--- src/rtl/axi_wr_packer.sv ---
// -----------------------------------------------------------------------------
// axi_wr_packer
//
// Write-path front end of the AXI clock-crossing FIFO. The AW and W channels
// are merged into one ordered packet stream, so the async FIFO only has to
// carry a single channel. Each burst becomes one header beat holding the AW
// fields, followed by AWLEN+1 data beats holding {WSTRB, WDATA}. A W burst
// always follows its own AW because W is only accepted after the header has
// been taken.
//
// Parameters
//   ADDR_WIDTH   AW address width
//   DATA_WIDTH   W data width (STRB_WIDTH = DATA_WIDTH/8)
//   ID_WIDTH     AW ID width
//   PKT_WIDTH    derived, DATA_WIDTH + STRB_WIDTH. The header must fit into it.
//
// Ports
//   clk_i, rst_ni                      clock, synchronous active-low reset
//   aw_valid_i / aw_ready_o            AW handshake
//   aw_id_i, aw_addr_i, aw_len_i,
//   aw_size_i, aw_burst_i              AW payload
//   w_valid_i / w_ready_o              W handshake
//   w_data_i, w_strb_i, w_last_i       W payload
//   pkt_valid_o / pkt_ready_i          packet stream handshake (FIFO write side)
//   pkt_hdr_o                          1 = header beat
//   pkt_last_o                         1 = final data beat of the burst
//   pkt_data_o                         header: {0, burst, size, len, id, addr}
//                                      data:   {strb, data}
//   busy_o                             burst in progress or beat held at output
//   err_o                              sticky WLAST framing error
//
// Build option
//   AXI_WR_PACK_ERR_EN  when defined, err_o flags any accepted W beat whose
//                       WLAST disagrees with the AWLEN-based framing. When
//                       not defined, err_o is tied low and no checker exists.
//
// Framing is taken from AWLEN only; WLAST never ends or extends a burst.
// -----------------------------------------------------------------------------
module axi_wr_packer #(
    parameter  int ADDR_WIDTH = 32,
    parameter  int DATA_WIDTH = 64,
    parameter  int ID_WIDTH   = 4,
    localparam int STRB_WIDTH = DATA_WIDTH / 8,
    localparam int PKT_WIDTH  = DATA_WIDTH + DATA_WIDTH / 8
) (
    input  logic                  clk_i,
    input  logic                  rst_ni,

    input  logic                  aw_valid_i,
    output logic                  aw_ready_o,
    input  logic [ID_WIDTH-1:0]   aw_id_i,
    input  logic [ADDR_WIDTH-1:0] aw_addr_i,
    input  logic [7:0]            aw_len_i,
    input  logic [2:0]            aw_size_i,
    input  logic [1:0]            aw_burst_i,

    input  logic                  w_valid_i,
    output logic                  w_ready_o,
    input  logic [DATA_WIDTH-1:0] w_data_i,
    input  logic [STRB_WIDTH-1:0] w_strb_i,
    input  logic                  w_last_i,

    output logic                  pkt_valid_o,
    input  logic                  pkt_ready_i,
    output logic                  pkt_hdr_o,
    output logic                  pkt_last_o,
    output logic [PKT_WIDTH-1:0]  pkt_data_o,

    output logic                  busy_o,
    output logic                  err_o
);

    // state | meaning
    // ------+-------------------------------------------------------------
    // IDLE  | waiting for an AW; W is held off
    // DATA  | header taken, passing W beats until beat_cnt reaches zero
    typedef enum logic [0:0] {
        ST_IDLE = 1'b0,
        ST_DATA = 1'b1
    } state_e;

    localparam int HDR_WIDTH = ADDR_WIDTH + ID_WIDTH + 13;

    if (HDR_WIDTH > PKT_WIDTH) begin : g_hdr_too_wide
        $error("axi_wr_packer: header (ADDR_WIDTH+ID_WIDTH+13) does not fit in PKT_WIDTH");
    end

    state_e                 state_q,     state_d;
    logic [7:0]             beat_cnt_q,  beat_cnt_d;
    logic                   pkt_valid_q, pkt_valid_d;
    logic                   pkt_hdr_q,   pkt_hdr_d;
    logic                   pkt_last_q,  pkt_last_d;
    logic [PKT_WIDTH-1:0]   pkt_data_q,  pkt_data_d;

    logic                   load_en;
    logic                   aw_hs;
    logic                   w_hs;
    logic                   cnt_zero;
    logic [PKT_WIDTH-1:0]   hdr_word;

    // The output register can take a new beat when it is empty or its
    // current beat is leaving this cycle.
    assign load_en    = !pkt_valid_q || pkt_ready_i;
    assign aw_ready_o = (state_q == ST_IDLE) && load_en;
    assign w_ready_o  = (state_q == ST_DATA) && load_en;
    assign aw_hs      = aw_valid_i && aw_ready_o;
    assign w_hs       = w_valid_i && w_ready_o;
    assign cnt_zero   = (beat_cnt_q == 8'd0);

    always_comb begin
        hdr_word                = '0;
        hdr_word[HDR_WIDTH-1:0] = {aw_burst_i, aw_size_i, aw_len_i, aw_id_i, aw_addr_i};
    end

    always_comb begin
        state_d     = state_q;
        beat_cnt_d  = beat_cnt_q;
        pkt_valid_d = pkt_valid_q;
        pkt_hdr_d   = pkt_hdr_q;
        pkt_last_d  = pkt_last_q;
        pkt_data_d  = pkt_data_q;

        // Beat consumed with nothing new behind it: drop valid, keep contents.
        if (load_en) begin
            pkt_valid_d = 1'b0;
        end

        unique case (state_q)
            ST_IDLE: begin
                if (aw_hs) begin
                    pkt_valid_d = 1'b1;
                    pkt_hdr_d   = 1'b1;
                    pkt_last_d  = 1'b0;
                    pkt_data_d  = hdr_word;
                    beat_cnt_d  = aw_len_i;
                    state_d     = ST_DATA;
                end
            end
            ST_DATA: begin
                if (w_hs) begin
                    pkt_valid_d = 1'b1;
                    pkt_hdr_d   = 1'b0;
                    pkt_last_d  = cnt_zero;
                    pkt_data_d  = {w_strb_i, w_data_i};
                    // Count stops at zero on the final beat, so len=255 never wraps.
                    if (cnt_zero) begin
                        state_d = ST_IDLE;
                    end else begin
                        beat_cnt_d = beat_cnt_q - 8'd1;
                    end
                end
            end
            default: begin
                state_d = ST_IDLE;
            end
        endcase
    end

`ifdef AXI_WR_PACK_ERR_EN
    logic err_q, err_d;

    assign err_d = err_q || (w_hs && (w_last_i != cnt_zero));
    assign err_o = err_q;
`else
    logic unused_w_last;

    assign unused_w_last = w_last_i;
    assign err_o         = 1'b0;
`endif

    always_ff @(posedge clk_i) begin
        if (!rst_ni) begin
            state_q     <= ST_IDLE;
            beat_cnt_q  <= 8'd0;
            pkt_valid_q <= 1'b0;
            pkt_hdr_q   <= 1'b0;
            pkt_last_q  <= 1'b0;
            pkt_data_q  <= '0;
`ifdef AXI_WR_PACK_ERR_EN
            err_q       <= 1'b0;
`endif
        end else begin
            state_q     <= state_d;
            beat_cnt_q  <= beat_cnt_d;
            pkt_valid_q <= pkt_valid_d;
            pkt_hdr_q   <= pkt_hdr_d;
            pkt_last_q  <= pkt_last_d;
            pkt_data_q  <= pkt_data_d;
`ifdef AXI_WR_PACK_ERR_EN
            err_q       <= err_d;
`endif
        end
    end

    assign pkt_valid_o = pkt_valid_q;
    assign pkt_hdr_o   = pkt_hdr_q;
    assign pkt_last_o  = pkt_last_q;
    assign pkt_data_o  = pkt_data_q;
    assign busy_o      = (state_q != ST_IDLE) || pkt_valid_q;

endmodule

--- config.mk ---
export PLATFORM = sky130hd
export DESIGN_NAME = axi_wr_packer
export DESIGN_NICKNAME = d
export VERILOG_FILES = /design/src/rtl/axi_wr_packer.sv
export SDC_FILE = /design/constraint.sdc
export NUM_CORES = 1
export LEC_CHECK = 0
export ABC_AREA = 1
export CAP_MARGIN = 10
export CORE_MARGIN = 3
export CORE_UTILIZATION = 41
export CTS_CLUSTER_SIZE = 30
export DETAILED_ROUTE_END_ITERATION = 10
export MAX_ROUTING_LAYER = met4
export PLACE_DENSITY = 0.88
export SKIP_CTS_REPAIR_TIMING = 1
export SYNTH_ARGS = -nofsm -noshare
export SYNTH_HDL_FRONTEND = slang
export SYNTH_SLANG_ARGS = --single-unit
--- constraint.sdc ---
create_clock -name clk_i -period 2.71 [get_ports clk_i]
set_clock_uncertainty 0.05 [all_clocks]
set_input_delay 0.271 -clock clk_i [delete_from_list [all_inputs] [get_ports clk_i]]
set_output_delay 0.271 -clock clk_i [all_outputs]
set_load 0.05 [all_outputs]
# After elaboration in Yosys (flattened, before gate mapping)
# Cells that the tools add are included.
[word_totals] in_bits=127 register_bits=84
[op_classes] add_sub_neg=1 muxes=21 eq_ne=3 n_reduce_logical=10 bitwise_logic=1
[op_table] op="2-to-1 mux 72 bit" count=2
[op_table] op="one-hot mux 72 bit (2 select lines)" count=1
[op_table] op="2-to-1 mux 8 bit" count=3
[op_table] op="one-hot mux 8 bit (2 select lines)" count=1
[op_table] op="2-to-1 mux 1 bit" count=10
[op_table] op="zero test 8 bit" count=1
[op_table] op="one-hot mux 1 bit (2 select lines)" count=4
[op_table] op="subtractor 8 x 1 -> 8 bit (second input constant)" count=1
[op_table] op="logical AND 1 bit" count=4
[op_table] op="inequality test 2 bit (second input constant)" count=2
[op_table] op="AND reduction 3 bit" count=1
[op_table] op="logical OR 1 bit" count=2
[op_table] op="inequality test 2 x 1 -> 1 bit (second input constant)" count=1
[op_table] op="AND reduction 2 bit" count=1
[op_table] op="zero test 1 bit" count=1
[op_table] op="inverter 1 bit" count=1

# Logic depth before layout (Yosys ltp)
# Gate-level depths: netlist (run 1).
[depth] ltp_word=6 depth_mapped=10

# Least setup slack after synthesis (run 1)
# Ideal clock, no wire load.
[synth_path] path_type="register to output" startpoint="reg pkt_valid_q, in the netlist pkt_valid_o" endpoint="out aw_ready_o" stages_incl_launch_ff=4 path_slack_ps=1018 required_time_ps=2389 arrival_time_ps=1371 cell_sequence="dfxtp_1 > nand2_1 > inv_1 > nor2_1"
[synth_via] elab_chain_cells=3
[synth_rtl] element="from (decl)" line_no="90" rtl="logic pkt_valid_q, pkt_valid_d;"
[synth_rtl] element="from (signal assigned)" line_no="185" rtl="pkt_valid_q <= pkt_valid_d;"
[synth_rtl] element="zero test 1 bit" line_no="103" rtl="assign load_en = !pkt_valid_q || pkt_ready_i;"
[synth_rtl] element="logical OR 1 bit" line_no="103"
[synth_rtl] element="logical AND 1 bit" line_no="104" rtl="assign aw_ready_o = (state_q == ST_IDLE) && load_en;"
[synth_rtl] element="to (decl)" line_no="50" rtl="output logic aw_ready_o,"
# No other way between the ends.

# Worst setup path in the final report (run 1)
[layout_path] startpoint="reg state_q" endpoint="out busy_o"
[layout_via] elab_chain_cells=1
[layout_rtl] element="from (decl)" line_no="88" rtl="state_e state_q, state_d;"
[layout_rtl] element="from (signal assigned)" line_no="183" rtl="state_q <= state_d;"
[layout_rtl] element="logical OR 1 bit" line_no="199" rtl="assign busy_o = (state_q != ST_IDLE) || pkt_valid_q;"
[layout_rtl] element="to (decl)" line_no="69" rtl="output logic busy_o,"
# No other way between the ends.

==> results.sh, run 1 <==
export IMPL_outcome="completed"
export IMPL_setup_slack_ns=0.418
export IMPL_fin_setup_tns_ns=0
export IMPL_synth_area_sq_um=3570
export IMPL_cts_root_buf="clkbuf_8"
export IMPL_grt_overflow_total=0
export IMPL_syn_instance_count=498
export IMPL_dieArea_sq_um=9860
export IMPL_pre_cts_slack_ns=0.425
export IMPL_clk_latency_ns=0.34
export IMPL_core_area_sq_um=8340
export IMPL_fin_crit_sh_pct=84.6
export IMPL_worst_slew_pin_transition_ns=0.708
export IMPL_end_kind="output pin"
export IMPL_worstSetupPathType="flop to output pin"
export IMPL_final_core_utilization_pct=69.5
export IMPL_drc_errors=0
export IMPL_numCtsBuffers=9
export IMPL_syn_num_nets=627
export IMPL_clock_path_buffers=2
export IMPL_cts_sinks=84
export IMPL_p_per_area_nw_per_um2=651
export IMPL_dp_hpwl_microns=8420
export IMPL_crit_fanout=26
export IMPL_avgSynthCellArea_sq_um=7.16
export IMPL_via_per_inst=5.20
export IMPL_fmax_mhz=436
export IMPL_cts_tree="built"
export IMPL_rows=33
export IMPL_final_common_cell="clkdlybuf4s50_1"
export IMPL_grt_pass1_vias=3995
export IMPL_synth_edf_count=0
export IMPL_start_util_pct=42.8
export IMPL_most_common_layout_cells="201 x clkdlybuf4s50_1, 128 x nand2_1, 83 x dfxtp_1, 82 x o21ai_0, 51 x nor2_1"
export IMPL_fin_crit_ns=2.29
export IMPL_grt_max_degree=84
export IMPL_drt_iter0_markers=169
export IMPL_fp_dieH_microns=99.3
export IMPL_p_leak_nw=2.34
export IMPL_critPathLaunchType="flop"
export IMPL_ant_nets=0
export IMPL_drtPass1Iterations=4
export IMPL_yosysSeqAreaShare_pct=47.1
export IMPL_post_drt_wl_per_cell_microns=14.9
export IMPL_async_reset_ff_share_pct=0
export IMPL_nNetsFinal=807
export IMPL_rsz0062_at_grt="false"
export IMPL_fillers=668
export IMPL_pin_count=206
export IMPL_peakVddDrop_v=0.000326
export IMPL_p_total_w=0.00378
export IMPL_num_vias=4098
export IMPL_wl_microns=11700
export IMPL_cts_max_level=3
export IMPL_required_ns=2.39
export IMPL_path_clk_slew_ns=0.09
export IMPL_max_slew_margin_rel_pct=52.8
export IMPL_critical_path_arrival_ns=1.97
export IMPL_ys_ff_latch=84
export IMPL_hold_violations=0
export IMPL_seqCellArea_sq_um=1680
export IMPL_io_buffers=203
export IMPL_multiInputGateArea_sq_um=1640
export IMPL_synth_cell_types=19
export IMPL_die_w_microns=99.3
export IMPL_antenna_found_initial=0
export IMPL_worstHoldPathType="primary input to flop"
export IMPL_finalSetupViolations=0
export IMPL_drv_cap=0
export IMPL_grt_pass1_wl_microns=18500
export IMPL_reg2reg_slack_ns=0.70
export IMPL_place_congestion=0.819
export IMPL_antennaDiodeCount=0
export IMPL_drv_slew=0
export IMPL_syn_to_final_growth_pct=62.5
export IMPL_drive_above_1_share_pct=4.39
export IMPL_synthFlopType="dfxtp_1"
export IMPL_grt_use_total_pct=23.7
export IMPL_ys_warnings_count=0
## cell usage after synthesis (all sizes together) (2+ instances only)
library cell | number | area share (%)
clkbuf | 19 | 2.0
buf | 22 | 3.2
a31oi | 49 | 8.6
inv | 19 | 2.0
nand3 | 9 | 1.4
nand2 | 129 | 14
a21oi | 27 | 3.8
o21ai | 84 | 12
nor2 | 51 | 5.4
ha | 2 | 0.70
dfxtp | 84 | 47
## report_power, final
part / switching (W) / internal [W]
Clock: 0.000451 / 0.000385
Sequential: 0.0000782 / 0.00139
Combinational: 0.000932 / 0.000543
Total: 0.00146 / 0.00231
## cells by family (layout without fill, tap and decap cells)
family	after synthesis	in the layout	synth area share [%]
simple gates	191	191	20.7
compound gates	160	160	24.2
flops	84	84	47.1
buf+inv	60	245	7.23
fa+ha+maj	2	2	0.701
other cells	1	1	0.105
## final timing paths
check | cells past startpoint | start | to
worst min register to register | 2 | beat_cnt_q[1]$_SDFFE_PN0P_ | beat_cnt_q[1]$_SDFFE_PN0P_
worst max register to register | 6 | state_q$_SDFF_PN0_ | pkt_data_o[57]$_SDFFE_PN0P_
worst max-delay path | 3 | state_q$_SDFF_PN0_ | busy_o
worst min-delay path | 3 | w_data_i[27] | pkt_data_o[27]$_SDFFE_PN0P_
## sequential cells by signal (all words and copies together) (netlist names)
register     flops
beat_cnt_q       8
pkt_data_o      72
pkt_hdr_o        1
pkt_last_o       1
pkt_valid_o      1
state_q          1
## routing by layer
metal  routed length [microns]  GRT usage [%]  vias to the layer above  part of all wire (%)
met3                      1040           7.15                       25                   8.9
li1                          -              -                     2027                     -
met4                       327           9.35                        0                   2.8
met1                      4580           26.4                     1869                    39
met2                      5760           39.7                      177                    49
met5                         0              -                        -                     0
## through the flow
| step | cell area, sq um | hold WS [ns] | std cells |
|---|---|---|---|
| global route | 5800 | 0.438 | 788 |
| detailed placement | 5610 | 0.426 | 772 |
| finish | 5800 | 0.443 | 788 |
| CTS | 5800 | 0.428 | 788 |
| floorplan | 3570 | 0.366 | 498 |
| global placement | 5610 | 0.406 | 772 |
## critical path, stage by stage (launching register included)
cell             delay [ns]
dfxtp_2                0.38
buf_4                  0.29
or2_2                  0.16
clkdlybuf4s50_1        0.80
## area by class of cell
cell class | instances | share of cell area (%)
sequential | 84 | 29.0
clock inverter | 5 | 0.626
inverter | 19 | 1.23
multi-input combinational | 354 | 28.2
timing repair buffer | 210 | 36.0
clock buffer | 11 | 2.61
tap | 105 | 2.27
Note: power is estimated with default switching activity, not from simulation.
==> run 2: changes to the inputs <==
--- a/config.mk
+++ b/config.mk
@@ -8,11 +8,11 @@
 export ABC_AREA = 1
 export CAP_MARGIN = 10
 export CORE_MARGIN = 3
-export CORE_UTILIZATION = 41
+export CORE_UTILIZATION = 38
 export CTS_CLUSTER_SIZE = 30
 export DETAILED_ROUTE_END_ITERATION = 10
 export MAX_ROUTING_LAYER = met4
-export PLACE_DENSITY = 0.88
+export PLACE_DENSITY = 0.82
 export SKIP_CTS_REPAIR_TIMING = 1
 export SYNTH_ARGS = -nofsm -noshare
 export SYNTH_HDL_FRONTEND = slang
==> constraint.sdc (replaced) <==
create_clock -name clk_i -period 2.3 [get_ports clk_i]
set_clock_uncertainty 0.05 [all_clocks]
set_input_delay 0.23 -clock clk_i [delete_from_list [all_inputs] [get_ports clk_i]]
set_output_delay 0.23 -clock clk_i [all_outputs]
set_load 0.05 [all_outputs]
==> run 2 against run 1 <==
Die area is 7.4% higher. Hold slack worse by 0.13 ns. Critical endpoint is now w_ready_o. Sequential share of layout area is 0.21 points lower. Largest power group unchanged. Routed wire length is 2.1% higher. Design area is 0.73% higher. Highest routed layer unchanged. Combinational power is 18% higher. Flip-flop and latch count stayed put. Critical path depth is 1 higher. Largest cell class unchanged. Final cell count is 0.38% higher. Clock power is 31% higher. Worst setup slack worse by 0.14 ns. Via count hardly changed.
==> results.sh, run 2 (synthesis gave the netlist of run 1 again) <==
export IMPL_whs_ns=0.314
export IMPL_dp_hpwl_microns=8430
export IMPL_most_common_layout_cells="199 x clkdlybuf4s50_1, 128 x nand2_1, 83 x dfxtp_1, 82 x o21ai_0, 51 x nor2_1"
export IMPL_grt_max_degree=84
export IMPL_multiInputGateArea_sq_um=1640
export IMPL_grt_overflow_total=0
export IMPL_seqCellArea_sq_um=1680
export IMPL_hold_violations=0
export IMPL_wl_microns=12000
export IMPL_slowest_stage="dfxtp_2"
export IMPL_final_common_cell="clkdlybuf4s50_1"
export IMPL_p_leak_nw=2.35
export IMPL_cts_root_buf="clkbuf_8"
export IMPL_r2r_end="beat_cnt_q[1]$_SDFFE_PN0P_"
export IMPL_clk_latency_ns=0.35
export IMPL_num_vias=4097
export IMPL_drtPass1Iterations=5
export IMPL_reg2reg_from="beat_cnt_q[0]$_SDFFE_PN0P_"
export IMPL_slowest_delay_ns=0.58
export IMPL_fin_crit_ns=2.02
export IMPL_numCtsBuffers=9
export IMPL_fillers=743
export IMPL_drc_errors=0
export IMPL_via_per_inst=5.18
export IMPL_core_area_sq_um=8930
export IMPL_drt_iter0_markers=162
export IMPL_required_ns=2.02
export IMPL_dieArea_sq_um=10600
export IMPL_crit_fanout=52
export IMPL_fin_crit_sh_pct=88.0
export IMPL_min_to="pkt_valid_o$_SDFF_PN0_"
export IMPL_peakVddDrop_v=0.000358
export IMPL_fp_dieH_microns=103
export IMPL_antenna_found_initial=0
export IMPL_largest_reg_flops=72
export IMPL_antennaDiodeCount=0
export IMPL_cts_tree="built"
export IMPL_path_clk_slew_ns=0.09
export IMPL_fin_setup_tns_ns=0
export IMPL_cp_cell_sequence="inv_2 > buf_4 > nor2_1 > buf_12"
export IMPL_critPathLaunchType="flop"
export IMPL_rsz0062_at_grt="false"
export IMPL_die_w_microns=103
export IMPL_grt_use_total_pct=22.8
export IMPL_fmax_mhz=494
export IMPL_reg2reg_slack_ns=0.44
export IMPL_place_congestion=0.880
export IMPL_rows=34
export IMPL_finalSetupViolations=0
export IMPL_worst_slew_pin_transition_ns=0.733
export IMPL_p_per_area_nw_per_um2=784
export IMPL_post_drt_wl_per_cell_microns=15.1
export IMPL_worstHoldPathType="primary input to flop"
export IMPL_clock_path_buffers=2
export IMPL_pin_count=206
export IMPL_worstSetupPathType="flop to output pin"
export IMPL_io_buffers=203
export IMPL_r2r_cells=9
export IMPL_syn_to_final_growth_pct=63.7
export IMPL_min_path_cells=4
export IMPL_start_util_pct=39.9
export IMPL_worstHoldStart="rst_ni"
export IMPL_drive_above_1_share_pct=4.69
export IMPL_cts_sinks=84
export IMPL_drv_slew=0
export IMPL_grt_pass1_vias=3966
export IMPL_drv_cap=0
export IMPL_end_kind="output pin"
export IMPL_outcome="completed"
export IMPL_grt_pass1_wl_microns=18700
export IMPL_nNetsFinal=807
export IMPL_cts_max_level=3
export IMPL_max_slew_margin_rel_pct=51.1
export IMPL_critical_path_arrival_ns=1.74
export IMPL_ant_nets=0
## run 2: cell types whose count changed in the layout (fill, tap and decap cells not counted), sizes merged
cell and delta:
buf +2, inv +3, clkbuf -1, clkinv -4, clkdlybuf4s50 -2, bufinv +1, clkinvlp +1
## run 2: layer usage
layer  up-vias  track usage (%)  routed length (microns)
met5         -                -                        0
met4         0             7.87                      278
met3        31             5.28                     1030
met2       209             38.3                     5870
met1      1831             26.7                     4780
li1       2026                -                        -
## run 2: per-stage QoR
| stage | instance area (sq um) | utilization [%] | power, W | setup slack, ns | instances |
|---|---|---|---|---|---|
| 3_5_place_dp | 5630 | 63.1 | 0.00351 | 0.337 | 775 |
| 2_1_floorplan | 3570 | - | 0.00283 | 0.647 | 498 |
| 6_report | 5840 | 65.4 | 0.00458 | 0.276 | 791 |
| 4_1_cts | 5840 | 65.4 | 0.00461 | 0.244 | 791 |
| 3_3_place_gp | 5630 | 63.1 | 0.00347 | 0.380 | 775 |
| 5_1_grt | 5840 | 65.4 | 0.00480 | 0.163 | 791 |
## run 2: how the worst max path moves through the flow
stage                                       from                     endpoint  cells past startpoint
after detailed placement             pkt_ready_i  pkt_data_o[68]$_SDFFE_PN0P_                      8
after floorplan           pkt_valid_o$_SDFF_PN0_  pkt_data_o[63]$_SDFFE_PN0P_                      8
after global placement               pkt_ready_i   beat_cnt_q[7]$_SDFFE_PN0P_                      9
after CTS                     state_q$_SDFF_PN0_                    w_ready_o                      4
final                         state_q$_SDFF_PN0_                    w_ready_o                      4
after global routing          state_q$_SDFF_PN0_                   aw_ready_o                      3
## run 2: layout make-up
| cell class | instances | area share (%) |
|---|---|---|
| clock buffer | 10 | 2.36 |
| clock inverter | 6 | 1.18 |
| inverter | 19 | 1.22 |
| multi-input combinational | 354 | 28.0 |
| sequential | 84 | 28.8 |
| tap | 108 | 2.31 |
| timing repair buffer | 210 | 36.1 |
## run 2: critical path, delay by kind of cell (launching register included)
| family | cells | cell delay, ns |
|---|---|---|
| flip-flops | 1 | 0.58 |
| buffers and inverters | 3 | 0.56 |
| AND/OR/NAND/NOR | 1 | 0.26 |
## run 2: where the power goes
| part | total (W) | switching [W] | internal, W |
|---|---|---|---|
| sequential | 0.00174 | 0.000101 | 0.00163 |
| combinational | 0.00174 | 0.00110 | 0.000646 |
| clock | 0.00110 | 0.000558 | 0.000542 |
==> run 3: changes to the inputs <==
--- a/config.mk
+++ b/config.mk
@@ -6,7 +6,8 @@
 export NUM_CORES = 1
 export LEC_CHECK = 0
 export ABC_AREA = 1
-export CAP_MARGIN = 10
+export CAP_MARGIN = 20
+export CORE_ASPECT_RATIO = 0.6
 export CORE_MARGIN = 3
 export CORE_UTILIZATION = 38
 export CTS_CLUSTER_SIZE = 30
==> run 3 against run 2 <==
Register-to-register slack gained 0.04 ns. Combinational power is essentially flat. Worst setup slack gained 0.19 ns. Routed wire length grew 2.5%. Fmax grew 10%. Count of clock-buffer cells in the layout shrank 1. Utilization grew 2.6 points. Total power grew 10%. Hold slack gained 0.050 ns. Global-route usage grew 0.57 points.
==> results.sh, run 3 (synthesis gave the netlist of run 1 again) <==
export IMPL_drt_iter0_markers=296
export IMPL_post_drt_wl_per_cell_microns=15.1
export IMPL_slowest_delay_ns=0.47
export IMPL_wl_microns=12200
export IMPL_ant_nets=0
export IMPL_outcome="completed"
export IMPL_via_per_inst=5.05
export IMPL_fmax_mhz=545
export IMPL_num_vias=4094
export IMPL_fin_setup_tns_ns=0
export IMPL_rows=26
export IMPL_antennaDiodeCount=0
export IMPL_hold_violations=0
export IMPL_cts_tree="built"
export IMPL_drc_errors=0
export IMPL_drv_cap=0
export IMPL_grt_use_total_pct=23.3
export IMPL_max_slew_margin_rel_pct=53.8
export IMPL_fin_crit_sh_pct=79.7
export IMPL_most_common_layout_cells="199 x clkdlybuf4s50_1, 128 x nand2_1, 83 x dfxtp_1, 82 x o21ai_0, 51 x nor2_1"
export IMPL_dp_hpwl_microns=8740
export IMPL_grt_pass1_wl_microns=18900
export IMPL_peakVddDrop_v=0.000457
export IMPL_cts_max_level=3
export IMPL_place_congestion=0.818
export IMPL_cp_cell_sequence="inv_2 > buf_4 > nor2_1 > buf_12"
export IMPL_finalSetupViolations=0
export IMPL_antenna_found_initial=0
export IMPL_nNetsFinal=809
export IMPL_clk_latency_ns=0.34
export IMPL_slowest_stage="buf_4"
export IMPL_worstSetupPathType="flop to output pin"
export IMPL_crit_fanout=52
export IMPL_largest_reg_flops=72
export IMPL_pin_count=206
export IMPL_required_ns=2.02
export IMPL_core_area_sq_um=8820
export IMPL_whs_ns=0.364
export IMPL_grt_max_degree=54
export IMPL_dieArea_sq_um=10600
export IMPL_die_w_microns=131
export IMPL_rsz0062_at_grt="false"
export IMPL_critical_path_top_delay_family="buffers and inverters"
export IMPL_cts_root_buf="clkbuf_16"
export IMPL_fillers=682
export IMPL_path_clk_slew_ns=0.06
export IMPL_p_per_area_nw_per_um2=842
export IMPL_grt_overflow_total=0
export IMPL_cts_sinks=84
export IMPL_syn_to_final_growth_pct=68.1
export IMPL_start_util_pct=40.5
export IMPL_final_common_cell="clkdlybuf4s50_1"
export IMPL_io_buffers=203
export IMPL_worstHoldPathType="primary input to flop"
export IMPL_fp_dieH_microns=81.1
export IMPL_numCtsBuffers=9
export IMPL_end_kind="output pin"
export IMPL_critPathLaunchType="flop"
export IMPL_drtPass1Iterations=4
export IMPL_drive_above_1_share_pct=4.96
export IMPL_grt_pass1_vias=3890
export IMPL_p_leak_nw=2.42
export IMPL_fin_crit_ns=1.83
export IMPL_drv_slew=0
export IMPL_path_buf_inv=3
export IMPL_worst_slew_pin_transition_ns=0.692
export IMPL_clock_path_buffers=2
export IMPL_critical_path_arrival_ns=1.55
## run 3: cell type report
| type | instances | area, sq um | area share [%] |
|---|---|---|---|
| clock buffer | 9 | 225 | 3.76 |
| timing repair buffer | 212 | 2120 | 35.4 |
| sequential | 84 | 1680 | 28.1 |
| tap | 126 | 158 | 2.63 |
| multi-input combinational | 354 | 1640 | 27.3 |
| clock inverter | 7 | 100 | 1.67 |
| inverter | 19 | 71.3 | 1.19 |
## run 3: worst register-to-register path, delay by kind of cell, from the launching register on
| kind | cells | cell delay [ns] |
|---|---|---|
| buffers and inverters | 3 | 0.28 |
| adder cells (fa/ha/maj) | 1 | 0.16 |
| flip-flops | 1 | 0.34 |
| AND/OR/NAND/NOR | 5 | 0.86 |
## run 3: power breakdown
group          internal [W]  switching (W)
Clock              0.000958       0.000596
Combinational      0.000653        0.00111
Sequential          0.00164      0.0000936
## run 3: final timing paths
path	cells past startpoint	end	slack (ns)	startpoint
hold / removal	3	beat_cnt_q[7]$_SDFFE_PN0P_	0.36	rst_ni
setup reg to reg	9	beat_cnt_q[2]$_SDFFE_PN0P_	0.48	beat_cnt_q[0]$_SDFFE_PN0P_
hold reg to reg	2	pkt_hdr_o$_SDFFE_PN0P_	0.42	pkt_hdr_o$_SDFFE_PN0P_
setup / recovery	4	w_ready_o	0.47	state_q$_SDFF_PN0_
## run 3: per-layer routing
metal | share of wire [%] | GRT usage [%]
met1 | 43 | 28.2
met2 | 47 | 38.0
met3 | 7.6 | 7.23
met4 | 2.0 | 6.67
met5 | 0 | -
## run 3: through the flow
| stage | cells | total power, W | instance area (sq um) | util (%) | setup WS (ns) |
|---|---|---|---|---|---|
| after floorplan | 498 | 0.00283 | 3570 | - | 0.647 |
| after global placement | 795 | 0.00348 | 5670 | 64.3 | 0.286 |
| after detailed placement | 795 | 0.00352 | 5670 | 64.3 | 0.164 |
| after CTS | 811 | 0.00509 | 6000 | 68.0 | 0.445 |
| after global routing | 811 | 0.00530 | 6000 | 68.0 | 0.273 |
| final | 811 | 0.00505 | 6000 | 68.0 | 0.467 |
